===== src/rtl/rr_arb4_pkg.sv =====
// Shared types and constants for the rr_arb4 round-robin arbiter.
// Optional hold timeout is enabled in rr_arb4 with ARB_TIMEOUT_EN.
package rr_arb4_pkg;

    typedef enum logic {
        ST_IDLE = 1'b0,
        ST_BUSY = 1'b1
    } state_t;

    localparam int NUM_REQ = 4;
    localparam int SEL_W   = 2;

    function automatic logic [NUM_REQ-1:0] onehot4(input logic [SEL_W-1:0] idx);
        return 4'b0001 << idx;
    endfunction

endpackage


===== src/rtl/rr_pick4.sv =====
// Circular first-set-bit picker: scans req starting at ptr, wrapping mod 4.
module rr_pick4
    import rr_arb4_pkg::*;
(
    input  logic [NUM_REQ-1:0] req,
    input  logic [SEL_W-1:0]   ptr,
    output logic               found,
    output logic [SEL_W-1:0]   win
);

    logic [2*NUM_REQ-1:0] dbl_s;
    logic [NUM_REQ-1:0]   rot_s;
    logic [SEL_W-1:0]     off_s;

    // Rotate so that bit 0 of rot_s is the request at ptr.
    assign dbl_s = {req, req};
    assign rot_s = dbl_s[{1'b0, ptr} +: NUM_REQ];

    // Priority encode the rotated vector; offset is relative to ptr.
    always_comb begin
        off_s = 2'd0;
        casez (rot_s)
            4'b???1: off_s = 2'd0;
            4'b??10: off_s = 2'd1;
            4'b?100: off_s = 2'd2;
            4'b1000: off_s = 2'd3;
            default: off_s = 2'd0;
        endcase
    end

    assign found = |req;
    assign win   = ptr + off_s;

endmodule


===== src/rtl/rr_arb4.sv =====
// Four-way round-robin arbiter with registered one-hot grant and mux select.
// Define ARB_TIMEOUT_EN to force release after MAX_HOLD busy cycles.
module rr_arb4
    import rr_arb4_pkg::*;
#(
    parameter int MAX_HOLD = 16
) (
    input  logic               clk,
    input  logic               reset,
    input  logic [NUM_REQ-1:0] req,
    input  logic               done,
    output logic [NUM_REQ-1:0] gnt,
    output logic [SEL_W-1:0]   sel,
    output logic               busy
`ifdef ARB_TIMEOUT_EN
    ,
    output logic               timeout
`endif
);

    state_t             state_r;
    logic [NUM_REQ-1:0] gnt_r;
    logic [SEL_W-1:0]   sel_r;
    logic               busy_r;
    logic [SEL_W-1:0]   ptr_r;

    logic [NUM_REQ-1:0] mask_s;
    logic               found_s;
    logic [SEL_W-1:0]   win_s;
    logic               rel_s;
    logic               grant_s;
    logic               tmo_hit_s;

`ifdef ARB_TIMEOUT_EN
    localparam int CNT_W = $clog2(MAX_HOLD);

    logic [CNT_W-1:0] cnt_r;
    logic             timeout_r;

    // Force a release once the owner has held for MAX_HOLD busy cycles.
    always_comb begin
        tmo_hit_s = 1'b0;
        if (state_r == ST_BUSY && cnt_r == CNT_W'(MAX_HOLD - 1) && !done) begin
            tmo_hit_s = 1'b1;
        end else begin
            tmo_hit_s = 1'b0;
        end
    end

    // Hold counter and one-cycle timeout pulse.
    always_ff @(posedge clk) begin
        if (reset) begin
            cnt_r     <= '0;
            timeout_r <= 1'b0;
        end else begin
            timeout_r <= tmo_hit_s;
            if (grant_s) begin
                cnt_r <= '0;
            end else if (state_r == ST_BUSY) begin
                cnt_r <= cnt_r + CNT_W'(1);
            end
        end
    end

    assign timeout = timeout_r;
`else
    logic unused_s;

    assign tmo_hit_s = 1'b0;
    assign unused_s  = ^MAX_HOLD;
`endif

    // The current owner is excluded from the arbitration of its release cycle.
    always_comb begin
        mask_s = req;
        case (state_r)
            ST_IDLE: mask_s = req;
            ST_BUSY: mask_s = req & ~gnt_r;
            default: mask_s = req;
        endcase
    end

    // Release on done, owner withdrawal, or forced timeout.
    always_comb begin
        rel_s = 1'b0;
        if (state_r == ST_BUSY) begin
            rel_s = done | ~req[sel_r] | tmo_hit_s;
        end else begin
            rel_s = 1'b0;
        end
    end

    assign grant_s = found_s & ((state_r == ST_IDLE) | rel_s);

    rr_pick4 u_pick (
        .req   (mask_s),
        .ptr   (ptr_r),
        .found (found_s),
        .win   (win_s)
    );

    // Arbitration FSM; a release with pending requests hands over with no idle gap.
    always_ff @(posedge clk) begin
        if (reset) begin
            state_r <= ST_IDLE;
            gnt_r   <= 4'b0000;
            sel_r   <= 2'd0;
            busy_r  <= 1'b0;
            ptr_r   <= 2'd0;
        end else begin
            case (state_r)
                ST_IDLE, ST_BUSY: begin
                    if (grant_s) begin
                        state_r <= ST_BUSY;
                        gnt_r   <= onehot4(win_s);
                        sel_r   <= win_s;
                        busy_r  <= 1'b1;
                        ptr_r   <= win_s + 2'd1;
                    end else if (rel_s) begin
                        state_r <= ST_IDLE;
                        gnt_r   <= 4'b0000;
                        busy_r  <= 1'b0;
                    end
                end
                default: begin
                    state_r <= ST_IDLE;
                    gnt_r   <= 4'b0000;
                    busy_r  <= 1'b0;
                end
            endcase
        end
    end

    assign gnt  = gnt_r;
    assign sel  = sel_r;
    assign busy = busy_r;

endmodule


===== config.mk =====
export PLATFORM = sky130hd
export DESIGN_NAME = rr_arb4
export DESIGN_NICKNAME = d
export VERILOG_FILES = /design/src/rtl/rr_arb4_pkg.sv /design/src/rtl/rr_pick4.sv /design/src/rtl/rr_arb4.sv
export SDC_FILE = /design/constraint.sdc
export NUM_CORES = 1
export LEC_CHECK = 0
export CAP_MARGIN = 20
export CELL_PAD_IN_SITES_DETAIL_PLACEMENT = 1
export CELL_PAD_IN_SITES_GLOBAL_PLACEMENT = 1
export CORE_MARGIN = 10
export CORE_UTILIZATION = 36
export CTS_BUF_LIST = sky130_fd_sc_hd__clkbuf_16
export CTS_CLUSTER_DIAMETER = 50
export DETAILED_ROUTE_END_ITERATION = 8
export PLACE_DENSITY = 0.72
export SYNTH_ARGS = -nofsm -noshare
export SYNTH_HDL_FRONTEND = slang
export SYNTH_HIERARCHICAL = 1
export SYNTH_SLANG_ARGS = --single-unit

===== constraint.sdc =====
create_clock -name clk -period 4 [get_ports clk]
set_input_delay 1 -clock clk [delete_from_list [all_inputs] [get_ports clk]]
set_output_delay 1 -clock clk [all_outputs]
set_load 0.02 [all_outputs]

==> flow_metrics.py <==
metrics = {
    "logic_synthesis": {
        "synth_cell_types": 27,
        "synth_area_per_cell_sq_um": 8.774,
        "synth_area_leader_cell": "dfxtp_1",
        "netlist_instances": 79,
        "ys_ff_latch": 9,
        "synth-main-ff-cell": "dfxtp_1",
        "synthArstFlopShare_pct": 0,
        "synth_area_sq_um": 693.2,
        "synthTopCellsByArea": "dfxtp_1 (26%), nand2b_1 (9.9%), ha_1 (9.0%)",
        "yosysMostFrequentCell": "nand2b_1",
        "synth_edf_count": 0,
        "synth_commonest_cells": "nand2b_1 (11), dfxtp_1 (9), inv_1 (9)",
        "yosys_warnings": 6,
        "synth_top_area_share_pct": 25.99,
        "synth-seq-area-share_pct": 25.99,
        "synth_nets": 91,
    },
    "sta": {
        "rsz0062_at_grt": "no",
        "tns_ns": 0,
        "slew_headroom_pct": 69.18,
        "fin_skew_ns": 0.0008261,
        "holdWs_ns": 0.5132,
        "setup_viol": 0,
        "setup_ws_ns": 0.5778,
        "timing.fmax_ghz": 0.2922,
        "fin_crit_ns": 3.422,
        "slew_viol_final": 0,
        "finalCritPeriodShare_pct": 85.55,
        "finalHoldViolCount": 0,
        "tightest_slew_ns": 0.4608,
    },
    "placed_design": {
        "post-place-ws_ns": 0.3723,
        "gp_congestion": 0.8048,
        "dp_hpwl_um": 1497,
        "io_buffers": 13,
    },
    "critical_path": {
        "required_ns": 4.13,
        "cp-start-kind": "input port",
        "rr_startpoint": "busy$_SDFFE_PP0P_",
        "worst_ep_arrival_time_ns": 3.56,
        "end_kind": "flop",
        "path_max_fanout": 7,
        "reg2reg_depth": 12,
        "worstSetupPathType": "in2reg",
        "path_cells": "clkdlybuf4s50_1 > a21boi_0 > buf_4 > nand2_1 > a21oi_1 > o2bb2ai_1 > o21a_1 > ha_1 > xnor2_1 > xnor2_1 > ha_1 > inv_1 > o32ai_1",
        "slowest_delay_ns": 0.47,
        "cp_top_family": "compound AO/OA/AOI/OAI gates",
        "r2r-end": "gnt[2]$_SDFFE_PP0P_",
        "slowest_stage": "clkdlybuf4s50_1",
        "reg2reg_slack_ns": 1.42,
        "critPathBufInv": 3,
    },
    "floorplanning": {
        "die-area_sq_um": 4081,
        "row_count": 15,
        "dieHeight_um": 63.88,
        "ios": 14,
        "die_w_um": 63.88,
        "coreArea_sq_um": 1783,
        "initial_core_util_pct": 38.88,
    },
    "cts": {
        "path_clk_slew_ns": 0.04,
        "cts_setup_buffers": 0,
        "clock_path_buffers": 2,
        "htreeDepth": 1,
        "cts-resized-gates": 0,
        "clock_latency_ns": 0.23,
        "clock_sinks": 9,
        "cts_buffers": 3,
        "cts-root-buf": "clkbuf_16",
        "cts-hold-fix-buffers": 0,
        "cts_tree": "yes",
    },
    "layout": {
        "fin_nets": 111,
        "utilization_pct": 53.19,
        "num-fill-cells": 207,
        "drive_gt1_share_pct": 13.27,
        "syn_to_final_growth_pct": 36.82,
        "diodes": 0,
    },
    "power_and_ir_drop": {
        "power_w": 0.0007496,
        "p_leak_nw": 0.3958,
        "power_density_nw_per_um2": 790.4,
        "ir_drop_mv": 0.4663,
    },
    "outcome": {
        "status": "completed",
    },
    "run": {
        "maxCapViolations": 0,
    },
    "route": {
        "ant_nets": 0,
        "dr.pass1.iters": 3,
        "wl_per_cell_um": 15.80,
        "vias_per_cell": 5.122,
        "drt_iter0_drc": 8,
        "vias": 630,
        "route.detailed.drc": 0,
        "drt-total-wl_um": 1944,
    },
    "global_routing": {
        "antenna_found_initial": 0,
        "gr-usage-all-layers_pct": 9.863,
        "grt_pass1_vias": 646,
        "grt_pass1_wl_um": 3180,
        "grt.overflow.total": 0,
        "grt_max_degree": 17,
    },
    "hold_path": {
        "hold_path_class": "reg2reg",
        "whs_endpoint": "gnt[0]$_SDFFE_PP0P_",
        "holdPathStages": 2,
        "worstHoldStart": "gnt[0]$_SDFFE_PP0P_",
    },
}
[worst max path at each step]
| stage | start | endpoint | slack [ns] | depth (start not counted) |
|---|---|---|---|---|
| 2_1_floorplan | req[2] | ptr_r[1]$_SDFFE_PP0P_ | 0.87 | 12 |
| 3_3_place_gp | req[1] | ptr_r[1]$_SDFFE_PP0P_ | 0.49 | 14 |
| 3_5_place_dp | req[2] | ptr_r[1]$_SDFFE_PP0P_ | 0.37 | 14 |
| 4_1_cts | req[2] | gnt[2]$_SDFFE_PP0P_ | 0.57 | 13 |
| 5_1_grt | req[2] | gnt[2]$_SDFFE_PP0P_ | 0.30 | 13 |
| 6_report | req[2] | gnt[2]$_SDFFE_PP0P_ | 0.58 | 13 |
[registers in the layout, summed over array words and instances (netlist names)]
signal	cells
sel	2
busy	1
ptr_r	2
gnt	4
[layout make-up]
cell class | instances | area, sq um | share of cell area (%)
clock buffer | 3 | 75.07 | 7.916
clock inverter | 1 | 3.754 | 0.3958
inverter | 9 | 33.78 | 3.562
multi-input combinational | 59 | 464.2 | 48.94
sequential | 9 | 180.2 | 19.00
tap | 25 | 31.28 | 3.298
timing repair buffer | 17 | 160.2 | 16.89
[power by group]
part,internal (W),switching [W]
clock network,0.000131,0.0000425
logic,0.000185,0.000209
registers,0.000129,0.0000532
[through the flow]
stage,area [sq um],instances
global placement,869.6,119
detailed placement,869.6,119
CTS,948.4,123
finish,948.4,123
floorplan,693.2,79
global route,948.4,123
[cells in the final DEF, fill, tap and decap left out, drive strengths merged, types with 3 or more instances in the layout]
cell type and n:
ha 5, buf 4, clkdlybuf4s50 13, mux2i 3, o32ai 4, nor2b 3
inv 10, nor2 3, a21boi 4, clkbuf 3, a211oi 3, a21oi 5
nand2b 11, dfxtp 9
[kinds of logic (layout without fill, tap and decap cells)]
| logic type | Yosys count | count (layout) | share of synthesized area, % |
|---|---|---|---|
| AND/OR/NAND/NOR | 26 | 26 | 23.65 |
| buffers and inverters | 11 | 30 | 7.039 |
| XOR/XNOR | 2 | 2 | 2.528 |
| multiplexers | 4 | 4 | 7.581 |
| flip-flops | 9 | 9 | 25.99 |
| AO/OA/AOI/OAI | 22 | 22 | 24.19 |
| adder cells (fa/ha/maj) | 5 | 5 | 9.025 |
[per-layer routing]
metal  GRT usage [%]  vias to the layer above  share of wire, %
met2           16.04                       12                48
met1           11.23                      295                45
met3           4.878                        2               6.0
met5               0                        -                 0
li1                -                      321                 -
met4           2.459                        0              0.57
[worst min-delay path, stage by stage (launching register included)]
cell	delay, ns
dfxtp_1	0.32
nand2b_1	0.08
o32ai_1	0.06
(Power assumes the default switching activity.)
